**src/rtl/hamming_receiver_pkg.sv**
```systemverilog
// Shared widths, FSM state type and bit-position mapping for the Hamming(11,7) receive path.
package hamming_receiver_pkg;

   localparam int CODE_W          = 11;
   localparam int DATA_W          = 7;
   localparam int SYN_W           = 4;
   localparam int BITCNT_W        = 4;
   localparam int MAX_CORRECTABLE = 11;

   typedef enum logic [1:0] {
      HUNT,
      SHIFT,
      DECODE
   } state_t;

   // code[k] is Hamming position k+1; payload d0..d6 sits at positions 3,5,6,7,9,10,11.
   function automatic logic [DATA_W-1:0] extract_data(input logic [CODE_W-1:0] code);
      return {code[10], code[9], code[8], code[6], code[5], code[4], code[2]};
   endfunction

endpackage

```
**src/rtl/hamming11_decoder.sv**
```systemverilog
// Combinational Hamming(11,7) single-error-correcting decoder.
module hamming11_decoder
   import hamming_receiver_pkg::*;
(
   input  logic [CODE_W-1:0] code,
   output logic [DATA_W-1:0] data,
   output logic [SYN_W-1:0]  syndrome,
   output logic              corrected,
   output logic              uncorrectable
);

   logic [CODE_W-1:0] fixed;

   // NOTE: blocking assignments here on purpose; the syndrome accumulates across loop iterations.
   always_comb begin
      syndrome = '0;
      for (int k = 0; k < CODE_W; k++) begin
         if (code[k]) syndrome = syndrome ^ SYN_W'(k + 1);
      end

      fixed = code;
      for (int k = 0; k < CODE_W; k++) begin
         if (syndrome == SYN_W'(k + 1)) fixed[k] = ~code[k];
      end

      corrected     = (syndrome != '0) && (syndrome <= SYN_W'(MAX_CORRECTABLE));
      uncorrectable = (syndrome > SYN_W'(MAX_CORRECTABLE));
      data          = extract_data(fixed);
   end

endmodule

```
**src/rtl/hamming_receiver.sv**
```systemverilog
// Serial Hamming(11,7) receiver: SOF alignment, deserialisation, SEC decode and link counters.
module hamming_receiver
   import hamming_receiver_pkg::*;
#(
   parameter int CNT_W = 16
) (
   input  logic              clk,
   input  logic              reset,
   input  logic              rx_bit,
   input  logic              rx_valid,
   input  logic              rx_sof,
   output logic [DATA_W-1:0] data_out,
   output logic              data_valid,
   output logic              err_corrected,
   output logic              err_uncorrectable,
   output logic [SYN_W-1:0]  syndrome,
   output logic [CNT_W-1:0]  word_count,
   output logic [CNT_W-1:0]  err_count
);

   state_t              state, state_next;
   // Only the first ten bits need storage; the eleventh is decoded straight off rx_bit.
   logic [CODE_W-2:0]   shreg, shreg_next;
   logic [BITCNT_W-1:0] bit_cnt, bit_cnt_next;
   logic                word_done;

   logic [CODE_W-1:0]   code_in;
   logic [DATA_W-1:0]   dec_data;
   logic [SYN_W-1:0]    dec_syn;
   logic                dec_corrected;
   logic                dec_uncorrectable;

   assign code_in = {shreg, rx_bit};

   hamming11_decoder u_decoder (
      .code          (code_in),
      .data          (dec_data),
      .syndrome      (dec_syn),
      .corrected     (dec_corrected),
      .uncorrectable (dec_uncorrectable)
   );

   // NOTE: every signal gets its default before the case so no latch can be inferred.
   always_comb begin
      state_next   = state;
      shreg_next   = shreg;
      bit_cnt_next = bit_cnt;
      word_done    = 1'b0;

      case (state)
         HUNT: begin
            if (rx_valid && rx_sof) begin
               shreg_next   = {{(CODE_W-2){1'b0}}, rx_bit};
               bit_cnt_next = BITCNT_W'(1);
               state_next   = SHIFT;
            end
         end
         SHIFT: begin
            if (rx_valid && rx_sof) begin
               shreg_next   = {{(CODE_W-2){1'b0}}, rx_bit};
               bit_cnt_next = BITCNT_W'(1);
            end else if (rx_valid) begin
               shreg_next   = {shreg[CODE_W-3:0], rx_bit};
               bit_cnt_next = bit_cnt + BITCNT_W'(1);
               if (bit_cnt == BITCNT_W'(CODE_W - 1)) begin
                  word_done  = 1'b1;
                  state_next = DECODE;
               end
            end
         end
         DECODE: begin
            if (rx_valid && rx_sof) begin
               shreg_next   = {{(CODE_W-2){1'b0}}, rx_bit};
               bit_cnt_next = BITCNT_W'(1);
               state_next   = SHIFT;
            end else begin
               bit_cnt_next = '0;
               state_next   = HUNT;
            end
         end
         default: state_next = HUNT;
      endcase
   end

   // NOTE: sequential state uses non-blocking assignments so every register samples pre-edge values.
   always_ff @(posedge clk or negedge reset) begin
      if (!reset) begin
         state   <= HUNT;
         shreg   <= '0;
         bit_cnt <= '0;
      end else begin
         state   <= state_next;
         shreg   <= shreg_next;
         bit_cnt <= bit_cnt_next;
      end
   end

   // Results are captured on the edge that accepts the 11th bit, so data_valid is high during DECODE.
   always_ff @(posedge clk or negedge reset) begin
      if (!reset) begin
         data_out          <= '0;
         data_valid        <= 1'b0;
         err_corrected     <= 1'b0;
         err_uncorrectable <= 1'b0;
         syndrome          <= '0;
         word_count        <= '0;
         err_count         <= '0;
      end else begin
         data_valid        <= word_done;
         err_corrected     <= word_done & dec_corrected;
         err_uncorrectable <= word_done & dec_uncorrectable;
         if (word_done) begin
            data_out <= dec_data;
            syndrome <= dec_syn;
            if (word_count != '1) word_count <= word_count + CNT_W'(1);
            if ((dec_syn != '0) && (err_count != '1)) err_count <= err_count + CNT_W'(1);
         end
      end
   end

endmodule

```
**config.mk**
```make
export PLATFORM = sky130hd
export DESIGN_NAME = hamming_receiver
export DESIGN_NICKNAME = d
export VERILOG_FILES = /design/src/rtl/hamming_receiver_pkg.sv /design/src/rtl/hamming11_decoder.sv /design/src/rtl/hamming_receiver.sv
export SDC_FILE = /design/constraint.sdc
export NUM_CORES = 1
export LEC_CHECK = 0
export BUFFER_PORTS_ARGS = -buffer_cell sky130_fd_sc_hd__buf_2
export CAP_MARGIN = 20
export CELL_PAD_IN_SITES_DETAIL_PLACEMENT = 1
export CELL_PAD_IN_SITES_GLOBAL_PLACEMENT = 2
export CORE_MARGIN = 2
export CORE_UTILIZATION = 39
export DETAILED_ROUTE_END_ITERATION = 6
export PLACE_DENSITY_LB_ADDON = 0.1
export SETUP_SLACK_MARGIN = 0.02
export SLEW_MARGIN = 0
export SYNTH_ARGS = -nofsm -noshare
export SYNTH_HDL_FRONTEND = slang
export SYNTH_SLANG_ARGS = --single-unit
```
**constraint.sdc**
```tcl
create_clock -name clk -period 6.7 [get_ports clk]
set_input_delay 1.005 -clock clk [delete_from_list [all_inputs] [get_ports clk]]
set_output_delay 1.005 -clock clk [all_outputs]
set_load 0.02 [all_outputs]
```
* Word level (Yosys, flattened, before mapping)
Cells that the tools add are included.
** Storage, ports and cells
- Register bits after elaboration :: 62
** Cells by class
- Equal/unequal tests :: 18
- Order comparisons :: 2
- $add $sub $neg :: 3
- Reductions and logical operators :: 13
- Muxes and demuxes :: 37
- Bitwise gates (word level) :: 19
** Operator list (count)
- adder 16 x 1 -> 16 bit, second input constant :: 2
- inequality test 16 bit, second input constant :: 2
- two-way mux 10 bit :: 3
- two-way mux 4 bit :: 7
- one-hot mux 10 bit (2 select lines) :: 1
- == test 4 bit, second input constant :: 4
- two-way mux 1 bit :: 14
- == test 4 x 3 -> 1 bit, second input constant :: 3
- two-way mux 2 bit :: 6
- two-way mux 3 bit :: 4
- one-hot mux 4 bit (3 select lines) :: 1
- NOT 2 bit :: 5
- inequality test 2 bit, second input constant :: 4
- NOT 1 bit :: 7
- NOT 3 bit :: 2
- one-hot mux 2 bit (3 select lines) :: 1
- AND reduction 3 bit :: 2
- adder 4 x 1 -> 4 bit, second input constant :: 1
- == test 4 x 2 -> 1 bit, second input constant :: 1
- greater-than comparator 4 bit, second input constant :: 1
- less-or-equal comparator 4 bit, second input constant :: 1
- AND reduction 2 bit :: 2
- AND reduction 4 bit :: 1
- nonzero test 4 bit :: 1
- 11 further kinds :: 16

* Longest topological paths before layout
Gate-level depths: netlist of the first run.
- Depth after elaboration :: 21
- Mapped depth :: 10

* By module
Synthesis of the first run repeated with hierarchy kept, for this count alone.
** Second synthesis, totals
- Cells, all modules :: 299
- Area total of the unflattened synthesis :: 3270.6 um2
** By module, submodules not included
- hamming_receiver :: area an instance 2920.3 um2, instances 1, cells each 267
- hamming11_decoder :: area an instance 350.3 um2, instances 1, cells each 32

* Least setup slack after synthesis of the first run
No wires, ideal clock.
- Path type :: in2reg
- Start :: in rx_bit
- End :: reg err_count[1]
- Data arrival time :: 2.571 ns
- Required time :: 6.575 ns
- Stages :: 6
- Path buffers :: 1
- Path slack :: 4.004 ns
- Setup time :: 0.125 ns
- Cells stage by stage :: xnor2_2 > xnor3_2 > or4_4 > buf_6 > nand3_4 > mux2_4
** On the way
- Cells in the longest elaborated chain, start to end :: 19
** Ends and longest elaborated chain
- from (decl) :: RTL line hamming_receiver.sv:9 : input logic rx_bit,
- two-way mux 1 bit * :: RTL line hamming11_decoder.sv:18 : if (code[k]) syndrome = syndrome ^ SYN_W'(k + 1);
- two-way mux 2 bit * :: RTL line hamming11_decoder.sv:18
- NOT 2 bit (no line)
- two-way mux 2 bit * :: RTL line hamming11_decoder.sv:18
- two-way mux 3 bit * :: RTL line hamming11_decoder.sv:18
- NOT 2 bit (no line)
- two-way mux 3 bit * (2 in series) :: RTL line hamming11_decoder.sv:18
- NOT 3 bit (no line)
- two-way mux 3 bit * :: RTL line hamming11_decoder.sv:18
- two-way mux 4 bit * :: RTL line hamming11_decoder.sv:18
- NOT 2 bit (no line)
- two-way mux 4 bit * (2 in series) :: RTL line hamming11_decoder.sv:18
- NOT 3 bit (no line)
- two-way mux 4 bit * :: RTL line hamming11_decoder.sv:18
- nonzero test 4 bit * :: RTL line hamming_receiver.sv:116 : if ((dec_syn != '0) && (err_count != '1)) err_count <= err_count + CNT_W'(1);
- logical AND 1 bit * :: RTL line hamming_receiver.sv:116
- AND reduction 2 bit (no line) *
- to (signal assigned) :: RTL line hamming_receiver.sv:116
- to (decl) :: RTL line hamming_receiver.sv:18 : output logic [CNT_W-1:0] err_count
Every way passes the cells marked *; elsewhere a longest branch is shown, timed or not.
A chain may end at the register's enable or synchronous reset.

* Worst setup path after layout of the first run
- Start :: in rx_bit
- End :: reg err_count[4]
The elaborated chain is that of the path after synthesis.

==> results of run 1 <==
[layer usage]
metal	vias up	track usage	routed length, um
met3	9	0.04032	212
met4	0	0.06884	104
met1	1201	0.2398	3430
met5	-	0	0
li1	1159	-	-
met2	33	0.2588	3259
[registers in the layout (all words and copies together), names as in the netlist]
name / count
data_out: 7
err_corrected: 1
word_count: 16
err_uncorrectable: 1
syndrome: 4
err_count: 16
shreg: 10
bit_cnt: 4
data_valid: 1
state: 2
[cells by family (layout without fill, tap and decap cells)]
kind of cell	count (synthesis)	after routing	synth area share
simple gates	119	119	0.2004
flops	62	62	0.4797
xor+xnor	53	53	0.1644
compound gates	39	39	0.07892
buf+inv	20	71	0.03404
fa+ha+maj	8	8	0.03095
mux	3	3	0.01160
[synth_stat cells, types with 3 or more instances]
| cell type | count | area [sq um] |
|---|---|---|
| and2_1 | 3 | 18.77 |
| ha_1 | 8 | 100.1 |
| nand2b_1 | 4 | 25.02 |
| clkbuf_1 | 5 | 18.77 |
| inv_1 | 7 | 26.28 |
| dfrtp_1 | 62 | 1551 |
| nor3_1 | 7 | 35.03 |
| a21oi_1 | 4 | 20.02 |
| buf_6 | 4 | 45.04 |
| xnor3_2 | 3 | 71.32 |
| nor4_1 | 10 | 62.56 |
| nand2_1 | 37 | 138.9 |
| xnor2_1 | 29 | 254.0 |
| xor2_1 | 18 | 157.7 |
| o21ai_0 | 18 | 90.09 |
| xnor2_2 | 3 | 48.80 |
| nand4_1 | 11 | 68.82 |
| a22o_1 | 6 | 52.55 |
| and3_1 | 4 | 25.02 |
| nand3_1 | 17 | 85.08 |
| nor2_1 | 8 | 30.03 |
| and4_1 | 4 | 35.03 |
[where the power goes]
| part | switching (W) | total [W] | internal [W] |
|---|---|---|---|
| Combinational | 0.000190 | 0.000300 | 0.000109 |
| Clock | 0.000139 | 0.000286 | 0.000147 |
| Sequential | 0.0000276 | 0.000423 | 0.000395 |
| Total | 0.000357 | 0.00101 | 0.000652 |
[stage by stage]
step                      total power, W  instance area (sq um)
after floorplan                0.0006698                   3234
after global placement         0.0007291                   3540
after detailed placement       0.0007323                   3540
after CTS                       0.001026                   3701
after global routing            0.001079                   3701
final                           0.001008                   3701
[worst paths after layout]
path                                    startpoint                          end  slack, ns  cells past startpoint
min in group asynchronous                    reset   word_count[10]$_DFFE_PN0P_       0.85                      2
min                        syndrome[3]$_DFFE_PN0P_      syndrome[3]$_DFFE_PN0P_       0.48                      2
min reg2reg                syndrome[3]$_DFFE_PN0P_      syndrome[3]$_DFFE_PN0P_       0.48                      2
max reg2reg                   state[1]$_DFFE_PN0P_    err_count[11]$_DFFE_PN0P_       3.97                      7
max in group asynchronous                    reset  err_uncorrectable$_DFF_PN0_       5.33                      2
max                                         rx_bit     err_count[4]$_DFFE_PN0P_       3.94                      6
[tightest hold or removal path, cell delays in order, from the launching register on]
cell,delay [ns]
dfrtp_1,0.34
nand2_1,0.05
o21ai_0,0.06
[area by class of cell]
class | instances | area, sq um
inverters | 7 | 26.28
clock inverters | 2 | 10.01
clock buffers | 11 | 151.4
multi-input cells | 222 | 1573
flip-flops and latches | 62 | 1551
repair buffers | 51 | 257.7
fillers | 910 | 4433
well taps | 105 | 131.4
==> impl_metrics.env, run 1 <==
export IMPL_placementRows=33
export IMPL_worst_ep_required_time_ns=6.91
export IMPL_synth_avg_cell_area_sq_um=10.64
export IMPL_grt_pass1_wl_um=11940
export IMPL_yosysUniqueCellTypes=43
export IMPL_power_density_mw_per_mm2=272.4
export IMPL_worstSetupStartpointType="primary input"
export IMPL_drive_above_1_share=0.2282
export IMPL_slowest_stage="nor4_2"
export IMPL_worstPathCellList="buf_2 > xnor2_2 > xnor3_2 > nor4_2 > nor4_1 > xor2_1"
export IMPL_final_common_cell="dfrtp_1"
export IMPL_fmax_mhz=362.1
export IMPL_setup_violations_final=0
export IMPL_ctsResizeCount=0
export IMPL_run_status="finished clean"
export IMPL_synth_area_sq_mm=0.003234
export IMPL_htree_levels=3
export IMPL_die_width_um=95.07
export IMPL_tightest_slew_ns=0.9435
export IMPL_drc=0
export IMPL_clk_latency_ns=0.34
export IMPL_grt_use_total=0.1722
export IMPL_place_hpwl_um=4947
export IMPL_setup_tns_ns=0
export IMPL_synth_net_count=317
export IMPL_dp_cells=447
export IMPL_place_congestion=0.7535
export IMPL_whs_ns=0.4821
export IMPL_arrival_ns=2.97
export IMPL_p_leak_nw=1.803
export IMPL_worstPathBufferInverterCount=1
export IMPL_via_per_inst=5.222
export IMPL_ir_drop_uv=172.3
export IMPL_rsz0062_at_grt="false"
export IMPL_drtIter0Drc=76
export IMPL_clk_path_buf_depth=2
export IMPL_hold_buffers=0
export IMPL_critPathTopFamily="simple AND/OR/NAND/NOR gates"
export IMPL_antenna_cells=0
export IMPL_post_route_period_util=0.4122
export IMPL_post_drt_wl_per_cell_um=15.23
export IMPL_yosysSeqAreaShare=0.4797
export IMPL_numCtsBuffers=9
export IMPL_ys_warn_count=0
export IMPL_crit_path_end_kind="register"
export IMPL_period_needed_ns=2.761
export IMPL_nets=366
export IMPL_area_growth_pct=14.43
export IMPL_hold_violations=0
export IMPL_path_max_fanout=9
export IMPL_io_buffers=50
export IMPL_critical_path_class="primary input to register"
export IMPL_fp_coreArea_sq_mm=0.008134
export IMPL_post_place_ws_ns=3.574
export IMPL_grt_max_degree=63
export IMPL_grt_pass1_vias=2362
export IMPL_drt_pre_antenna_iters=4
export IMPL_mostFrequentLayoutCells="dfrtp_1, buf_2, nand2_1"
export IMPL_cp_slowest_stage_delay_ns=0.80
export IMPL_vias=2402
export IMPL_fp_dieArea_sq_mm=0.009037
export IMPL_ios=51
export IMPL_slew_headroom=0.3662
export IMPL_root_buffer="clkbuf_8"
export IMPL_initial_core_util=0.3976
export IMPL_synth_cells=304
export IMPL_synth_top_flop_cell="dfrtp_1"
export IMPL_hold_class="register to register"
export IMPL_clk_pin_slew_ns=0.07
export IMPL_drtAntennaViolNets=0
export IMPL_final_core_util=0.4550
export IMPL_drv_cap=0
export IMPL_antenna_found_initial=0
export IMPL_synthArstFlopShare=1.000
export IMPL_post_cts_buffers=0
export IMPL_die_h_um=95.07
export IMPL_fin_skew_ns=0.008266
export IMPL_wl_um=7007
export IMPL_final_cells=460
export IMPL_maxSlewViolCount=0
export IMPL_clock_sinks=62
export IMPL_timing_final_ws_setup_ns=3.939
export IMPL_ys_seq_elements=62
export IMPL_grt_ovfl_total=0
export IMPL_cts_tree="yes"
export IMPL_synth_edff_count=0
(Power assumes the default switching activity.)
==> run 2, diff against run 1 <==
--- a/config.mk
+++ b/config.mk
@@ -5,12 +5,13 @@
 export SDC_FILE = /design/constraint.sdc
 export NUM_CORES = 1
 export LEC_CHECK = 0
+export ABC_AREA = 1
 export BUFFER_PORTS_ARGS = -buffer_cell sky130_fd_sc_hd__buf_2
 export CAP_MARGIN = 20
 export CELL_PAD_IN_SITES_DETAIL_PLACEMENT = 1
 export CELL_PAD_IN_SITES_GLOBAL_PLACEMENT = 2
 export CORE_MARGIN = 2
-export CORE_UTILIZATION = 39
+export CORE_UTILIZATION = 30
 export DETAILED_ROUTE_END_ITERATION = 6
 export PLACE_DENSITY_LB_ADDON = 0.1
 export SETUP_SLACK_MARGIN = 0.02
==> constraint.sdc (replaced) <==
create_clock -name clk -period 2.4 [get_ports clk]
set_input_delay 0.36 -clock clk [delete_from_list [all_inputs] [get_ports clk]]
set_output_delay 0.36 -clock clk [all_outputs]
set_load 0.02 [all_outputs]
==> run 2 against run 1 <==
- synthesized area increased by 12%
- largest cell class unchanged
- final cell count rose by 46%
- sequential power increased to 2.9 times the previous value
- synthesized cell count grew 52%
- count of clock-buffer cells in the layout unchanged
- routed wire length grew 45%
- sequential share of layout area fell by 6.1 points
- register-to-register slack worse by 3.6 ns
- combinational power grew to 4.5 times the previous value
- global-route usage fell by 0.66 points
- power grew to 3.7 times the previous value
- critical endpoint is now syndrome[0]$_DFFE_PN0P_
- highest routed layer unchanged
- sequential cell count unchanged
==> impl_metrics.env, run 2 <==
export IMPL_run_status="finished clean"
export IMPL_period_needed_ns=2.005
export IMPL_intPower_w=0.002222
export IMPL_clk_pin_slew_ns=0.05
export IMPL_grt_pass1_vias=3353
export IMPL_clk_latency_ns=0.33
export IMPL_drive_above_1_share=0.2099
export IMPL_path_max_fanout=28
export IMPL_drtAntennaViolNets=0
export IMPL_yosysUniqueCellTypes=30
export IMPL_drv_cap=0
export IMPL_arrival_ns=2.19
export IMPL_yosysSeqAreaShare=0.4270
export IMPL_vias=3276
export IMPL_synth_top_flop_cell="dfrtp_1"
export IMPL_synth_area_leaders="dfrtp_1, nand2_1, xor2_1, nand3_1, nand4_1"
export IMPL_htree_levels=3
export IMPL_place_hpwl_um=7557
export IMPL_die_width_um=114.1
export IMPL_clock_sinks=62
export IMPL_root_buffer="clkbuf_16"
export IMPL_cts_tree="yes"
export IMPL_area_growth_pct=19.21
export IMPL_grt_pass1_wl_um=16920
export IMPL_synth_most_common_cell="nand2_1"
export IMPL_wl_um=10140
export IMPL_hold_violations=0
export IMPL_place_congestion=0.7568
export IMPL_power_density_mw_per_mm2=868.8
export IMPL_nets=532
export IMPL_clk_path_buf_depth=2
export IMPL_synth_area_sq_mm=0.003633
export IMPL_fin_skew_ns=0.005219
export IMPL_ys_seq_elements=62
export IMPL_p_leak_nw=2.246
export IMPL_drtIter0Drc=126
export IMPL_fmax_mhz=498.9
export IMPL_hold_buffers=0
export IMPL_antenna_found_initial=0
export IMPL_reg_top3="err_count x16, word_count x16, shreg x10"
export IMPL_worstSetupStartpointType="register"
export IMPL_grt_ovfl_total=0
export IMPL_synth_common_cells="nand2_1, dfrtp_1, inv_1, nand3_1, nand4_1"
export IMPL_p_clk_frac=0.316
export IMPL_rsz0062_at_grt="false"
export IMPL_worst_ep_required_time_ns=2.59
export IMPL_final_common_cell="nand2_1"
export IMPL_post_place_ws_ns=0.3971
export IMPL_setup_violations_final=0
export IMPL_grt_use_total=0.1655
export IMPL_tightest_slew_ns=0.6405
export IMPL_maxSlewViolCount=0
export IMPL_synth_cells=461
export IMPL_via_per_inst=4.882
export IMPL_synth_top_cell_area_share=0.4270
export IMPL_crit_path_end_kind="register"
export IMPL_drc=0
export IMPL_drt_pre_antenna_iters=4
export IMPL_ctsResizeCount=0
export IMPL_r2r_end="syndrome[0]$_DFFE_PN0P_"
export IMPL_ir_drop_uv=324.7
export IMPL_slew_headroom=0.5730
export IMPL_p_sw_w=0.001542
export IMPL_ys_warn_count=0
export IMPL_io_buffers=50
export IMPL_fill_cells=1481
export IMPL_fp_coreArea_sq_mm=0.01191
export IMPL_post_cts_buffers=0
export IMPL_initial_core_util=0.3050
export IMPL_synth_net_count=474
export IMPL_pwr_share_comb=0.362
export IMPL_die_h_um=114.1
export IMPL_antenna_cells=0
export IMPL_regToRegStartpoint="state[1]$_DFFE_PN0P_"
export IMPL_mostFrequentLayoutCells="nand2_1, dfrtp_1, buf_2"
export IMPL_post_drt_wl_per_cell_um=15.11
export IMPL_placementRows=40
export IMPL_critical_path_class="register to register"
export IMPL_numCtsBuffers=9
export IMPL_timing_final_ws_setup_ns=0.3954
export IMPL_synth_edff_count=0
export IMPL_ios=51
export IMPL_synth_avg_cell_area_sq_um=7.882
export IMPL_r2r_slack_ns=0.40
export IMPL_swShare=0.4097
export IMPL_yosysTopAreaCell="dfrtp_1"
export IMPL_synthArstFlopShare=1.000
export IMPL_seq_power_share=0.322
export IMPL_setup_tns_ns=0
export IMPL_post_route_period_util=0.8352
export IMPL_fp_dieArea_sq_mm=0.01301
export IMPL_grt_max_degree=29
export IMPL_r2r_cells=8
export IMPL_hold_class="primary input to asynchronous set/reset pin"
## run 2: cell count changes after synthesis, sizes merged, moves of 5 or more
cell and delta:
a22o -8, clkbuf -7, inv +41, nand2 +118, nand3 +25, nand4 +15, nor2 +20, nor3 +8
nor4 -10, o22ai +9, xnor2 -24, xor2 +5
## run 2: logic make-up (layout without fill, tap and decap cells)
group                      count (synthesis)  count (layout)  synth area share
and+or+nand+nor                          269             269            0.3533
DFF                                       62              62            0.4270
buffers and inverters                     57             120           0.06611
AOI/OAI and AO/OA                         34              34           0.05131
xor gates and xnor gates                  31              31           0.07472
adders and majority gates                  8               8           0.02755
## run 2: area by class of cell
cell class                 count  area (sq um)  share of cell area
clock inverter                 5         25.02            0.005777
multi-input combinational    342          1844              0.4258
clock buffer                  11         242.7             0.05604
timing repair buffer          55         300.3             0.06932
inverter                      49         183.9             0.04246
tap                          147         183.9             0.04246
sequential                    62          1551              0.3582
## run 2: critical path, cell delays in order (launching register included)
cell     delay, ns
dfrtp_1       0.40
inv_1         0.11
ha_1          0.26
inv_1         0.07
nor2_2        0.12
buf_4         0.35
inv_1         0.34
nand2_1       0.12
o21ai_0       0.09
## run 2: worst max path at each step
stage / startpoint / to / slack (ns) / depth (start not counted)
final: state[1]$_DFFE_PN0P_ / syndrome[0]$_DFFE_PN0P_ / 0.40 / 8
after global routing: state[1]$_DFFE_PN0P_ / syndrome[3]$_DFFE_PN0P_ / 0.20 / 8
after CTS: state[1]$_DFFE_PN0P_ / syndrome[1]$_DFFE_PN0P_ / 0.36 / 8
after detailed placement: state[1]$_DFFE_PN0P_ / state[1]$_DFFE_PN0P_ / 0.40 / 7
after global placement: state[1]$_DFFE_PN0P_ / syndrome[1]$_DFFE_PN0P_ / 0.39 / 8
after floorplan: err_count[1]$_DFFE_PN0P_ / err_count[11]$_DFFE_PN0P_ / 0.66 / 9
## run 2: through the flow
step	hold slack [ns]	std cells	total power (W)	instance area (sq um)	utilization
after floorplan	0.06441	461	0.002270	3633	-
after global placement	0.4288	655	0.002581	4064	0.3412
after CTS	0.07730	671	0.003832	4332	0.3637
final	0.05391	671	0.003763	4332	0.3637
after global routing	0.09894	671	0.004047	4332	0.3637
after detailed placement	0.4273	655	0.002612	4064	0.3412
## run 2: power groups by stage
stage / Clock (W) / Sequential, W / Combinational, W
after floorplan: 0 / 0.00120 / 0.00107
after global placement: 0 / 0.00123 / 0.00135
after detailed placement: 0 / 0.00123 / 0.00138
after CTS: 0.00123 / 0.00121 / 0.00138
after global routing: 0.00127 / 0.00123 / 0.00155
final: 0.00119 / 0.00121 / 0.00136
## run 2: per-layer routing
layer / up-vias / share of wire / routed length, um / track usage
met5: - / 0 / 0 / 0
met4: 0 / 0.0094 / 95 / 0.04390
met3: 8 / 0.035 / 356 / 0.03706
met2: 56 / 0.45 / 4601 / 0.2595
met1: 1590 / 0.50 / 5086 / 0.2316
li1: 1622 / - / - / -
